`config.mk`:
```
export PLATFORM = sky130hd
export DESIGN_NAME = wght_load_seq
export DESIGN_NICKNAME = d
export VERILOG_FILES = /design/src/rtl/wght_load_pkg.sv /design/src/rtl/wght_out_fifo.sv /design/src/rtl/wght_load_seq.sv
export SDC_FILE = /design/constraint.sdc
export NUM_CORES = 1
export LEC_CHECK = 0
export CAP_MARGIN = 20
export CELL_PAD_IN_SITES_DETAIL_PLACEMENT = 1
export CELL_PAD_IN_SITES_GLOBAL_PLACEMENT = 2
export CORE_MARGIN = 3
export CORE_UTILIZATION = 44
export CTS_CLUSTER_SIZE = 24
export DETAILED_ROUTE_END_ITERATION = 16
export PLACE_DENSITY_LB_ADDON = 0.1
export SYNTH_ARGS = -nofsm -noshare
export SYNTH_HDL_FRONTEND = slang
export SYNTH_SLANG_ARGS = --single-unit
```
`constraint.sdc`:
```
create_clock -name i_clk -period 30.6 [get_ports i_clk]
set_clock_uncertainty 0.2 [all_clocks]
set_input_delay 9.18 -clock i_clk [delete_from_list [all_inputs] [get_ports i_clk]]
set_output_delay 9.18 -clock i_clk [all_outputs]
set_load 0.02 [all_outputs]
```
`src/rtl/wght_load_pkg.sv`:
```
// wght_load_pkg: shared FSM state encoding and tag field width
// for the weight load sequencer.
package wght_load_pkg;

    typedef enum logic [1:0] {
        ST_IDLE  = 2'd0,
        ST_LOAD  = 2'd1,
        ST_DRAIN = 2'd2,
        ST_DONE  = 2'd3
    } wl_state_t;

    localparam int WL_TAG_W = 4;

endpackage

```
`src/rtl/wght_out_fifo.sv`:
```
// wght_out_fifo: small synchronous FIFO holding returned weight words
// and their tags until the PE array accepts them.
module wght_out_fifo #(
    parameter int W     = 8,
    parameter int DEPTH = 4
) (
    input  logic                         i_clk,
    input  logic                         i_rst,
    input  logic                         i_push,
    input  logic [W-1:0]                 i_data,
    input  logic                         i_pop,
    output logic [W-1:0]                 o_data,
    output logic                         o_empty,
    output logic [$clog2(DEPTH+1)-1:0]   o_count
);

    localparam int AW = (DEPTH > 1) ? $clog2(DEPTH) : 1;
    localparam int CW = $clog2(DEPTH+1);

    logic [W-1:0]  r_mem [DEPTH];
    logic [AW-1:0] r_wr;
    logic [AW-1:0] r_rd;
    logic [CW-1:0] r_cnt;
    logic          w_pop;

    function automatic logic [AW-1:0] nxt(input logic [AW-1:0] p);
        return (p == AW'(DEPTH-1)) ? '0 : p + AW'(1);
    endfunction

    assign w_pop = i_pop & (r_cnt != '0);

    always_ff @(posedge i_clk) begin
        if (i_push)
            r_mem[r_wr] <= i_data;
    end

    always_ff @(posedge i_clk) begin
        if (i_rst) begin
            r_wr  <= '0;
            r_rd  <= '0;
            r_cnt <= '0;
        end else begin
            if (i_push)
                r_wr <= nxt(r_wr);
            if (w_pop)
                r_rd <= nxt(r_rd);
            if (i_push & ~w_pop)
                r_cnt <= r_cnt + CW'(1);
            else if (~i_push & w_pop)
                r_cnt <= r_cnt - CW'(1);
        end
    end

    assign o_data  = r_mem[r_rd];
    assign o_empty = (r_cnt == '0);
    assign o_count = r_cnt;

endmodule

```
`src/rtl/wght_load_seq.sv`:
```
// wght_load_seq: walks the weight loop nest, reads the GLB and streams
// tagged words to the PE array. WGHT_LOAD_STALL_CNT_EN adds o_stall_cnt.
module wght_load_seq
    import wght_load_pkg::*;
#(
    parameter int ADDR_W     = 16,
    parameter int DATA_W     = 64,
    parameter int TAG_W      = WL_TAG_W,
    parameter int GLB_LAT    = 2,
    parameter int FIFO_DEPTH = 4
) (
    input  logic                 i_clk,
    input  logic                 i_rst,
    input  logic                 i_load_start,
    input  logic [ADDR_W-1:0]    i_base_addr,
    input  logic [4:0]           i_layer_p,
    input  logic [2:0]           i_layer_q,
    input  logic [3:0]           i_layer_s,
    input  logic [2:0]           i_layer_t,
    output logic                 o_wght_glb_en,
    output logic [ADDR_W-1:0]    o_wght_glb_ra,
    input  logic [DATA_W-1:0]    i_glb_rd_data,
    output logic [DATA_W-1:0]    o_wght_data,
    output logic [2*TAG_W-1:0]   o_wght_tag,
    output logic                 o_wght_valid,
    input  logic                 i_wght_ready,
    output logic                 o_busy,
    output logic                 o_done
`ifdef WGHT_LOAD_STALL_CNT_EN
    ,
    output logic [15:0]          o_stall_cnt
`endif
);

    localparam int TW = 2*TAG_W;
    localparam int CW = $clog2(FIFO_DEPTH+1);

    wl_state_t r_state, w_nxt;

    logic [ADDR_W-1:0] r_base;
    logic [4:0] r_pb, r_p;
    logic [2:0] r_qb, r_q;
    logic [3:0] r_sb, r_s, r_row;
    logic [2:0] r_tb, r_t;

    logic [GLB_LAT-1:0]         r_pv;
    logic [GLB_LAT-1:0][TW-1:0] r_pt;

    logic w_start, w_zero, w_issue, w_last;
    logic w_last_p, w_last_s, w_last_q, w_last_r, w_last_t;
    logic [7:0]           w_inflight, w_occ;
    logic [CW-1:0]        w_fcnt;
    logic                 w_empty, w_pop;
    logic [DATA_W+TW-1:0] w_head;
    logic [ADDR_W-1:0]    w_addr;
    logic [TW-1:0]        w_tag;

    assign w_start = (r_state == ST_IDLE) & i_load_start;
    assign w_zero  = (i_layer_p == '0) | (i_layer_q == '0) |
                     (i_layer_s == '0) | (i_layer_t == '0);

    assign w_last_p = (r_p   == r_pb - 5'd1);
    assign w_last_s = (r_s   == r_sb - 4'd1);
    assign w_last_q = (r_q   == r_qb - 3'd1);
    assign w_last_r = (r_row == r_sb - 4'd1);
    assign w_last_t = (r_t   == r_tb - 3'd1);
    assign w_last   = w_last_p & w_last_s & w_last_q & w_last_r & w_last_t;

    always_comb begin
        w_inflight = '0;
        for (int i = 0; i < GLB_LAT; i++)
            w_inflight = w_inflight + 8'(r_pv[i]);
    end

    // Credit: every outstanding read owns a FIFO slot on return.
    assign w_occ   = w_inflight + 8'(w_fcnt);
    assign w_issue = (r_state == ST_LOAD) && (w_occ < 8'(FIFO_DEPTH));

    // Modular sum: the low ADDR_W bits equal the full-width result's.
    assign w_addr = r_base
                  + ADDR_W'(r_p) * ADDR_W'(r_sb) * ADDR_W'(r_sb) * ADDR_W'(r_qb)
                  + ADDR_W'(r_q) * ADDR_W'(r_sb) * ADDR_W'(r_sb)
                  + ADDR_W'(r_row) * ADDR_W'(r_sb)
                  + ADDR_W'(r_s);

    assign w_tag = {TAG_W'(r_row) + TAG_W'(1), TAG_W'(r_t) + TAG_W'(1)};

    always_ff @(posedge i_clk) begin
        if (i_rst)
            r_state <= ST_IDLE;
        else
            r_state <= w_nxt;
    end

    always_comb begin
        w_nxt = r_state;
        unique case (r_state)
            ST_IDLE:  if (i_load_start) w_nxt = w_zero ? ST_DONE : ST_LOAD;
            ST_LOAD:  if (w_issue && w_last) w_nxt = ST_DRAIN;
            ST_DRAIN: if (w_inflight == '0 && w_empty) w_nxt = ST_DONE;
            ST_DONE:  w_nxt = ST_IDLE;
            default:  w_nxt = ST_IDLE;
        endcase
    end

    always_ff @(posedge i_clk) begin
        if (i_rst) begin
            r_base <= '0;
            r_pb   <= '0;
            r_qb   <= '0;
            r_sb   <= '0;
            r_tb   <= '0;
            r_p    <= '0;
            r_q    <= '0;
            r_s    <= '0;
            r_row  <= '0;
            r_t    <= '0;
        end else if (w_start) begin
            r_base <= i_base_addr;
            r_pb   <= i_layer_p;
            r_qb   <= i_layer_q;
            r_sb   <= i_layer_s;
            r_tb   <= i_layer_t;
            r_p    <= '0;
            r_q    <= '0;
            r_s    <= '0;
            r_row  <= '0;
            r_t    <= '0;
        end else if (w_issue) begin
            r_p <= w_last_p ? '0 : r_p + 5'd1;
            if (w_last_p)
                r_s <= w_last_s ? '0 : r_s + 4'd1;
            if (w_last_p & w_last_s)
                r_q <= w_last_q ? '0 : r_q + 3'd1;
            if (w_last_p & w_last_s & w_last_q)
                r_row <= w_last_r ? '0 : r_row + 4'd1;
            if (w_last_p & w_last_s & w_last_q & w_last_r)
                r_t <= w_last_t ? '0 : r_t + 3'd1;
        end
    end

    always_ff @(posedge i_clk) begin
        if (i_rst) begin
            r_pv <= '0;
            r_pt <= '0;
        end else begin
            r_pv[0] <= w_issue;
            r_pt[0] <= w_tag;
            for (int i = 1; i < GLB_LAT; i++) begin
                r_pv[i] <= r_pv[i-1];
                r_pt[i] <= r_pt[i-1];
            end
        end
    end

    assign w_pop = ~w_empty & i_wght_ready;

    wght_out_fifo #(
        .W     (DATA_W + TW),
        .DEPTH (FIFO_DEPTH)
    ) u_fifo (
        .i_clk   (i_clk),
        .i_rst   (i_rst),
        .i_push  (r_pv[GLB_LAT-1]),
        .i_data  ({r_pt[GLB_LAT-1], i_glb_rd_data}),
        .i_pop   (w_pop),
        .o_data  (w_head),
        .o_empty (w_empty),
        .o_count (w_fcnt)
    );

    assign o_wght_glb_en = w_issue;
    assign o_wght_glb_ra = w_issue ? w_addr : '0;
    assign o_wght_valid  = ~w_empty;
    assign o_wght_data   = w_empty ? '0 : w_head[DATA_W-1:0];
    assign o_wght_tag    = w_empty ? '0 : w_head[DATA_W +: TW];
    assign o_busy        = (r_state == ST_LOAD) | (r_state == ST_DRAIN);
    assign o_done        = (r_state == ST_DONE);

`ifdef WGHT_LOAD_STALL_CNT_EN
    logic [15:0] r_stall;

    always_ff @(posedge i_clk) begin
        if (i_rst || w_start)
            r_stall <= '0;
        else if (~w_empty && ~i_wght_ready && r_stall != 16'hFFFF)
            r_stall <= r_stall + 16'd1;
    end

    assign o_stall_cnt = r_stall;
`endif

endmodule

```
# --- After elaboration in Yosys (flattened, before gate mapping) ---
# Memories as Yosys holds them, arrays and structs flattened. A register that Yosys moved wholly into a read port is not among the register bits.
# Index checks and enable logic that the tools add are counted.
# Widths: inputs -> output; s select.
totals:
  n_memories: 1
  out_inout_bits: 92
  in_bits: 99
  wordCells: 113
  mem_bits_rw: 288
  ff_bits: 77
  rom_bits: 0
  latch_bits: 0
mem_list:
  columns: ["name", "depth", "width", "read_ports", "rd_clocked_by_memory_dff", "wr", "line", "text"]
  rows:
  - ["u_fifo.r_mem", 4, 72, 1, 1, 1, "wght_out_fifo.sv:20", "logic [W-1:0] r_mem [DEPTH];"]
op_classes:
  addsub: 20
  n_shift: 0
  muxes: 21
  multipliers: 6
  eq_ne: 13
  n_bitwise: 16
  magnitude_cmp: 1
  n_div: 0
  n_reduce_logical: 18
ops:
  columns: ["operator", "count"]
  rows:
  - ["$mux 64", 1]
  - ["$add 16x11->16", 1]
  - ["$add 16x16->16", 1]
  - ["$add 16x4->16", 1]
  - ["$add 16x8->16", 1]
  - ["$mul 13x3->16", 1]
  - ["$mux 16", 1]
  - ["$mux 2", 8]
  - ["$mul 9x4->13", 1]
  - ["$mux 3", 4]
  - ["$mul 7x4->11", 1]
  - ["$add 3x1->3 const B", 3]
  - ["$and 1x1->1", 9]
  - ["$logic_not 3->1", 3]
  - ["$mul 5x4->9", 1]
  - ["$sub 3x1->3 const B", 3]
  - ["$add 4x1->4 const B", 2]
  - ["$eq 2x2->1 const B", 4]
  - ["$eq 4x4->1", 2]
  - ["$logic_not 8->1", 1]
  - ["$mul 4x4->8", 1]
  - ["$mux 4", 2]
  - ["$mux 8", 1]
  - ["$pmux 2 s4", 1]
  - ["26 further kinds", 41]

# --- Depth between registers and ports, before layout ---
# Gate-level depths: netlist of run 1.
depth:
  depth_word: 9
  ltp_mapped: 40
  ltp_nobuf: 38

# --- Cells and area by module ---
# Synthesis of run 1 repeated with hierarchy kept, for this count alone.
hier_totals:
  cells_unflattened: 1474
  area_unflattened_um2: 19677.6
modules_own_cells:
  columns: ["mod", "seq_area_each_um2", "area_each_um2", "cells_each", "n_inst"]
  rows:
  - ["wght_out_fifo", 8828.5, 10908.0, 419, 1]
  - ["wght_load_seq", 1401.3, 8769.7, 1055, 1]

# --- Worst setup path before layout of run 1 ---
# No wires, ideal clock.
synth_path:
  path_type: "register -> output"
  from: "register r_sb[3]"
  to: "output port o_wght_glb_ra[15]"
  path_buffers: 2
  setup_slack_ns: 11.795
  stages_incl_launch_ff: 38
  t_required_ns: 21.220
  arrival_ns: 9.425
  cell_sequence: "dfxtp_1 > clkbuf_1 > clkbuf_1 > nand2_1 > fa_1 > inv_1 > fa_1 > ha_1 > a21o_1 > a21oi_1 > o21bai_1 > a21oi_1 > xnor2_1 > and2_1 > fa_1 > inv_1 > fa_1 > inv_1 > [... 2 more ...] > nor2_1 > o21ai_0 > nand2_1 > xor2_1 > nor2_1 > fa_1 > fa_1 > fa_1 > fa_1 > inv_1 > fa_1 > inv_1 > ha_1 > and3_1 > a221o_1 > a31oi_1 > xnor2_1 > nor2_1"
synth_via:
  elab_chain_cells: 8
  elab_cells_between_ends: 11
  cone_classes: "add/sub (4); mul (6); mux (1)"
synth_lines:
  columns: ["element", "line", "text"]
  rows:
  - ["from (decl)", "wght_load_seq.sv:43", "logic [3:0] r_sb, r_s, r_row;"]
  - ["from (signal assigned)", "wght_load_seq.sv:122", "r_sb <= i_layer_s;"]
  - ["$mul 5x4->9", "wght_load_seq.sv:81", "+ ADDR_W'(r_p) * ADDR_W'(r_sb) * ADDR_W'(r_sb) * ADDR_W'(r_qb)"]
  - ["$mul 9x4->13", "wght_load_seq.sv:81", null]
  - ["$mul 13x3->16", "wght_load_seq.sv:81", null]
  - ["$add 16x16->16", "wght_load_seq.sv:81", null]
  - ["$add 16x11->16", "wght_load_seq.sv:82", "+ ADDR_W'(r_q) * ADDR_W'(r_sb) * ADDR_W'(r_sb)"]
  - ["$add 16x8->16 (*)", "wght_load_seq.sv:83", "+ ADDR_W'(r_row) * ADDR_W'(r_sb)"]
  - ["$add 16x4->16 (*)", "wght_load_seq.sv:84", "+ ADDR_W'(r_s);"]
  - ["$mux 16 (*)", "wght_load_seq.sv:173", "assign o_wght_glb_ra = w_issue ? w_addr : '0;"]
  - ["to (decl)", "wght_load_seq.sv:21", "output logic [ADDR_W-1:0] o_wght_glb_ra,"]
# Mark *: on every way between the ends. The rest lies on a longest branch, timed or not.

# --- Worst setup path in the final report of run 1 ---
# Ends and elaborated chain as after synthesis.

==> run_results.csv, run 1 <==
group,metric,value,unit
clocking,clock_sinks,367,
grt,grt_start_max_net_pins,76,
power_and_ir_drop,power_frac_seq,0.380,
finish,multiInputGateArea,0.008526,sq mm
drt,first_pass_iters,4,
clocking,root_buffer,"clkbuf_16",
setup_path,critPathMaxStageDelay,0.63,ns
power_and_ir_drop,p_int,1056,uW
floorplan,start_util,0.4500,
sta,setup_viol,0,
sta,fin_crit_sh,0.6570,
drt,viasPerCell,5.213,
finish,nets,1957,
sta,period_needed,20.11,ns
drt,vias,11820,
synthesis,netlist.area_leader.share,0.4422,
power_and_ir_drop,power_frac_clock,0.303,
finish,stdcell_area,0.02330,sq mm
place,placed_area,0.02204,sq mm
synthesis,ys_types,56,
finish,final_util,0.5361,
synthesis,syn-num-nets,1777,
power_and_ir_drop,peakVddDrop,43.72,uV
grt,grt-ovfl-total,0,
clocking,cts_tree,"built",
synthesis,synth_top_area_cell,"edfxtp_1",
drt,antenna_left,0,
synthesis,synth-edff-count,288,
floorplan,coreArea,0.04346,sq mm
floorplan,die_y,216.8,microns
floorplan,io_pins,191,
sta,fin_setup_tns,0,ns
worst_hold_path,min_path_type,"reg -> reg",
sta,maxSlewViolCount,0,
synthesis,synth_area_leaders,"edfxtp_1 (44%), fa_1 (9.8%), mux4_2 (8.3%), dfxtp_1 (8.1%), ha_1 (6.9%)",
grt,grt_pass1_wl,72.21,mm
setup_path,path_buf_inv,7,
clocking,cts-buffers-inserted,40,
sta,relSlewSlack,0.3486,
drt,drc,0,
drt,wl,45.03,mm
setup_path,crit_top_cell,"fa_1",
setup_path,critPathMaxFanout,31,
grt,track_usage,0.1964,
setup_path,cp.arrival,10.73,ns
setup_path,critPathSlowestCell,"clkdlybuf4s50_1",
sta,rsz0062_at_grt,"no",
finish,drive_above_1_share,0.09334,
place,place_ws,11.01,ns
finish,fillers,4394,
finish,final_cell_mix,"edfxtp_1 (288), clkdlybuf4s50_1 (189), and2_1 (162), inv_1 (144), nand2_1 (124)",
synthesis,syn_area,0.01956,sq mm
setup_path,startpoint_type,"flip-flop",
place,hpwl,31.35,mm
clocking,ctsResizeCount,0,
finish,seq_area,0.01024,sq mm
clocking,holdBufCountCts,0,
sta,worst_pin_slew,0.9770,ns
synthesis,ys_async_sr_fraction,0,
setup_path,critical_path_class,"reg -> out",
clocking,clkSlewWorstSetupHoldPaths,0.06,ns
synthesis,yosys_warnings,0,
clocking,insertion_delay,0.56,ns
place,place.gp.congestion,0.7711,
sta,max_freq,0.04974,GHz
synthesis,seq_area_frac_synth,0.5231,
clocking,cts_setup_buffers,0,
outcome,status,"complete, no violations",
setup_path,worstPathRequired,21.22,ns
power_and_ir_drop,p_comb_frac,0.317,
run,cap_viol_max_count,0,
drt,drt_iter0_drc,590,
power_and_ir_drop,leakagePower,0.008835,uW
sta,hold_viol,0,
clocking,htreeDepth,2,
setup_path,worst_path_dominant_cell_family,"adder cells",
setup_path,endpoint_kind,"output pin",
power_and_ir_drop,switchingPower,486.9,uW
floorplan,num_rows,76,
floorplan,dieWidth,216.8,microns
synthesis,netlist_instances,1474,
place,io_buffer_count,190,
finish,area_growth,19.13,%
clocking,cts_max_path_buffers,3,
power_and_ir_drop,switching_share,0.3156,
sta,worst_slack,10.49,ns
grt,antenna_found_initial,3,
synthesis,synth_ff_type,"edfxtp_1",
finish,final_common_cell,"edfxtp_1",
setup_path,r2r_slack,26.95,ns
drt,wl_per_cell,19.86,microns
grt,grt_pass1_vias,12880,
floorplan,die_area,0.04701,sq mm
synthesis,ys_seq_elements,367,
power_and_ir_drop,p_per_area,66.23,mW/mm^2
synthesis,post_synth.cell_area_avg,13.27,sq um
-- power by group through the flow --
stage                     Clock (uW)  Sequential (uW)  Combinational (uW)
after global placement             0              597                 495
after detailed placement           0              598                 499
final                            467              587                 489
after CTS                        479              588                 501
after floorplan                    0              580                 298
after global routing             502              591                 528
-- final cells by class --
cell class | instances | area share
Sequential cell | 367 | 0.4394
Tap cell | 585 | 0.03142
Clock inverter | 15 | 0.008002
Clock buffer | 55 | 0.04581
Timing Repair Buffer | 204 | 0.08593
Antenna cell | 1 | 0.0001074
Inverter | 145 | 0.02336
Multi-Input combinational cell | 896 | 0.3660
-- worst register-to-register path: cells and delay by family, from the launching register on --
kind	cells	cell delay, ns
AO/OA/AOI/OAI	1	0.52
adder cells (fa/ha/maj)	2	0.44
flip-flops	1	0.51
multiplexers	1	0.29
AND/OR/NAND/NOR	5	1.57
-- synthesized netlist by cell type, types with 34 or more instances --
master	n
mux4_2	72
ha_1	108
xnor2_1	34
and2_1	166
a21oi_1	67
inv_1	145
nand2_1	124
edfxtp_1	288
dfxtp_1	79
fa_1	96
nor2_1	56
clkbuf_1	51
-- per-layer routing --
| metal | vias up | share of wire | track usage |
|---|---|---|---|
| met5 | - | 0.00051 | 0 |
| li1 | 5474 | - | - |
| met3 | 67 | 0.041 | 0.02834 |
| met1 | 6083 | 0.41 | 0.2433 |
| met4 | 4 | 0.026 | 0.06306 |
| met2 | 195 | 0.52 | 0.3554 |
-- per-stage QoR --
stage                     hold slack (ns)  power [uW]  cells
after global placement             0.2162        1092   2197
after global routing               0.2477        1621   2268
after CTS                          0.2414        1568   2267
after floorplan                    0.2138       878.2   1474
final                              0.2394        1543   2268
after detailed placement           0.2262        1098   2197
-- worst paths after layout --
| check | startpoint | end | depth (start not counted) |
|---|---|---|---|
| setup / recovery | r_sb[3] | o_wght_glb_ra[15] | 37 |
| hold / removal | r_pt[3] | r_pt[11] | 1 |
| hold reg to reg | r_pt[3] | r_pt[11] | 1 |
| setup reg to reg | r_pv[1] | r_state[1] | 9 |
-- cells by family (layout without fill, tap and decap cells) --
| family | count (synthesis) | after routing | synth area share |
|---|---|---|---|
| buffers and inverters | 211 | 419 | 0.04146 |
| XOR/XNOR | 60 | 60 | 0.02866 |
| multiplexers | 76 | 76 | 0.08503 |
| flip-flops | 367 | 367 | 0.5231 |
| adder cells (fa/ha/maj) | 204 | 204 | 0.1674 |
| AO/OA/AOI/OAI | 117 | 117 | 0.03461 |
| other | 0 | 1 | 0 |
| AND/OR/NAND/NOR | 439 | 439 | 0.1198 |
-- state kept, by name, indices dropped and copies added (netlist names), 3 cells and up, named ones only --
name	cells
r_base	16
r_p	5
r_pb	5
r_pt	16
r_q	3
r_qb	3
r_row	4
r_s	4
r_sb	4
r_t	3
r_tb	3
u_fifo.o_count	3
u_fifo.r_mem	288
No activity file was read; power rests on OpenSTA's default activity.
==> run 2: changes to the inputs <==
--- a/config.mk
+++ b/config.mk
@@ -9,7 +9,7 @@
 export CELL_PAD_IN_SITES_DETAIL_PLACEMENT = 1
 export CELL_PAD_IN_SITES_GLOBAL_PLACEMENT = 2
 export CORE_MARGIN = 3
-export CORE_UTILIZATION = 44
+export CORE_UTILIZATION = 37
 export CTS_CLUSTER_SIZE = 24
 export DETAILED_ROUTE_END_ITERATION = 16
 export PLACE_DENSITY_LB_ADDON = 0.1
==> constraint.sdc (replaced) <==
create_clock -name i_clk -period 18.2 [get_ports i_clk]
set_clock_uncertainty 0.2 [all_clocks]
set_input_delay 5.46 -clock i_clk [delete_from_list [all_inputs] [get_ports i_clk]]
set_output_delay 5.46 -clock i_clk [all_outputs]
set_load 0.02 [all_outputs]
==> run_results.csv, run 2 (synthesized netlist as in run 1, its figures left out) <==
group,metric,value,unit
finish,final_common_cell,"edfxtp_1",
setup_path,cp-startpoint,"r_p[0]",
finish,stdcell_area,0.02352,sq mm
floorplan,die_area,0.05565,sq mm
drt,antenna_left,0,
setup_path,worstPathRequired,12.54,ns
sta,fin_setup_tns,0,ns
floorplan,dieWidth,235.9,microns
drt,vias,11740,
power_and_ir_drop,peakVddDrop,78.29,uV
floorplan,coreArea,0.05182,sq mm
finish,final_cell_mix,"edfxtp_1 (288), clkdlybuf4s50_1 (189), and2_1 (162), inv_1 (144), nand2_1 (124)",
finish,diodes,0,
place,place.gp.congestion,0.7410,
power_and_ir_drop,leakagePower,0.008893,uW
setup_path,startpoint_type,"flip-flop",
place,hpwl,32.05,mm
clocking,ctsResizeCount,0,
clocking,cts_tree,"built",
sta,max_freq,0.06056,GHz
finish,fin_cells,2367,
setup_path,crit_top_cell,"fa_1",
setup_path,endpoint_kind,"output pin",
finish,regMostFlops,"u_fifo.r_mem",
drt,drc,0,
clocking,cts_max_path_buffers,3,
sta,setup_viol,0,
outcome,status,"complete, no violations",
floorplan,io_pins,191,
clocking,clkSlewWorstSetupHoldPaths,0.06,ns
clocking,htreeDepth,2,
power_and_ir_drop,p_per_area,112.3,mW/mm^2
sta,hold_viol,0,
drt,wl_per_cell,19.73,microns
floorplan,start_util,0.3774,
worst_hold_path,min_from,"r_pt[5]",
clocking,insertion_delay,0.57,ns
setup_path,worst_r2r_startpoint,"r_pv[1]",
sta,relSlewSlack,0.3119,
setup_path,critPathMaxStageDelay,0.65,ns
setup_path,critical_path_class,"reg -> out",
drt,wl,46.70,mm
drt,viasPerCell,4.962,
power_and_ir_drop,switchingPower,835.5,uW
sta,maxSlewViolCount,0,
clocking,root_buffer,"clkbuf_16",
grt,grt_pass1_vias,12770,
sta,period_needed,16.51,ns
finish,largestRegisters,"u_fifo.r_mem x288, r_base x16, r_pt x16",
setup_path,cp.arrival,10.85,ns
finish,area_growth,20.24,%
drt,drt_iter0_drc,440,
power_and_ir_drop,power.total,2641,uW
clocking,clock_sinks,367,
place,dp.cells,2292,
power_and_ir_drop,p_int,1806,uW
grt,grt-ovfl-total,0,
sta,fin_crit_sh,0.9073,
floorplan,num_rows,83,
place,placed_area,0.02216,sq mm
worst_hold_path,min_path_type,"reg -> reg",
power_and_ir_drop,power_frac_seq,0.374,
sta,worst_pin_slew,1.032,ns
grt,grt_pass1_wl,73.73,mm
place,io_buffer_count,190,
power_and_ir_drop,switching_share,0.3163,
finish,largest_register_ffs,288,
clocking,holdBufCountCts,0,
power_and_ir_drop,p_comb_frac,0.311,
drt,first_pass_iters,4,
floorplan,die_y,235.9,microns
grt,grt_start_max_net_pins,76,
setup_path,critPathSlowestCell,"dfxtp_1",
clocking,cts_setup_buffers,0,
finish,fillers,5334,
power_and_ir_drop,power_frac_clock,0.315,
finish,drive_above_1_share,0.09959,
grt,track_usage,0.1692,
finish,nets,1958,
grt,antenna_found_initial,2,
clocking,cts-buffers-inserted,41,
run,cap_viol_max_count,0,
sta,rsz0062_at_grt,"no",
setup_path,critPathMaxFanout,13,
## run 2: critical path, delay by kind of cell, from the launching register on
family,cells,cell delay [ns]
flops,1,0.65
xor+xnor,3,0.48
fa+ha+maj,12,5.44
compound gates,8,1.53
simple gates,8,1.29
buf+inv,6,0.89
## run 2: worst paths after layout
kind | slack (ns) | cells past startpoint | endpoint
hold / removal | 0.24 | 1 | r_pt[13]
setup / recovery | 1.69 | 37 | o_wght_glb_ra[14]
setup reg to reg | 14.64 | 9 | r_state[1]
hold reg to reg | 0.24 | 1 | r_pt[13]
## run 2: metrics by stage
stage	utilization	worst slack (ns)	hold WS [ns]
5_1_grt	0.4538	1.083	0.2601
4_1_cts	0.4538	1.599	0.2438
3_3_place_gp	0.4276	2.365	0.2170
3_5_place_dp	0.4276	2.279	0.2306
2_1_floorplan	-	3.115	0.2138
6_report	0.4538	1.687	0.2375
## run 2: power by group through the flow
stage / Sequential (uW) / Combinational, uW / Clock [uW]
final: 988 / 821 / 832
after floorplan: 976 / 501 / 0
after global placement: 1010 / 840 / 0
after CTS: 992 / 846 / 854
after global routing: 996 / 888 / 889
after detailed placement: 1010 / 843 / 0
## run 2: metal layers
metal,up-vias,wire length (microns),global-route usage
met5,-,24,0
met4,4,1063,0.04038
met3,57,1705,0.02806
met2,168,24870,0.3138
met1,6047,19040,0.2046
li1,5468,-,-
## run 2: final cells by class
cell class | count | area, sq um | area share
clock buffer | 55 | 1140 | 0.04847
clock inverter | 20 | 215.2 | 0.009152
inverter | 145 | 544.3 | 0.02315
multi-input combinational | 896 | 8526 | 0.3626
sequential | 367 | 10240 | 0.4354
tap | 680 | 850.8 | 0.03618
timing repair buffer | 204 | 2002 | 0.08513
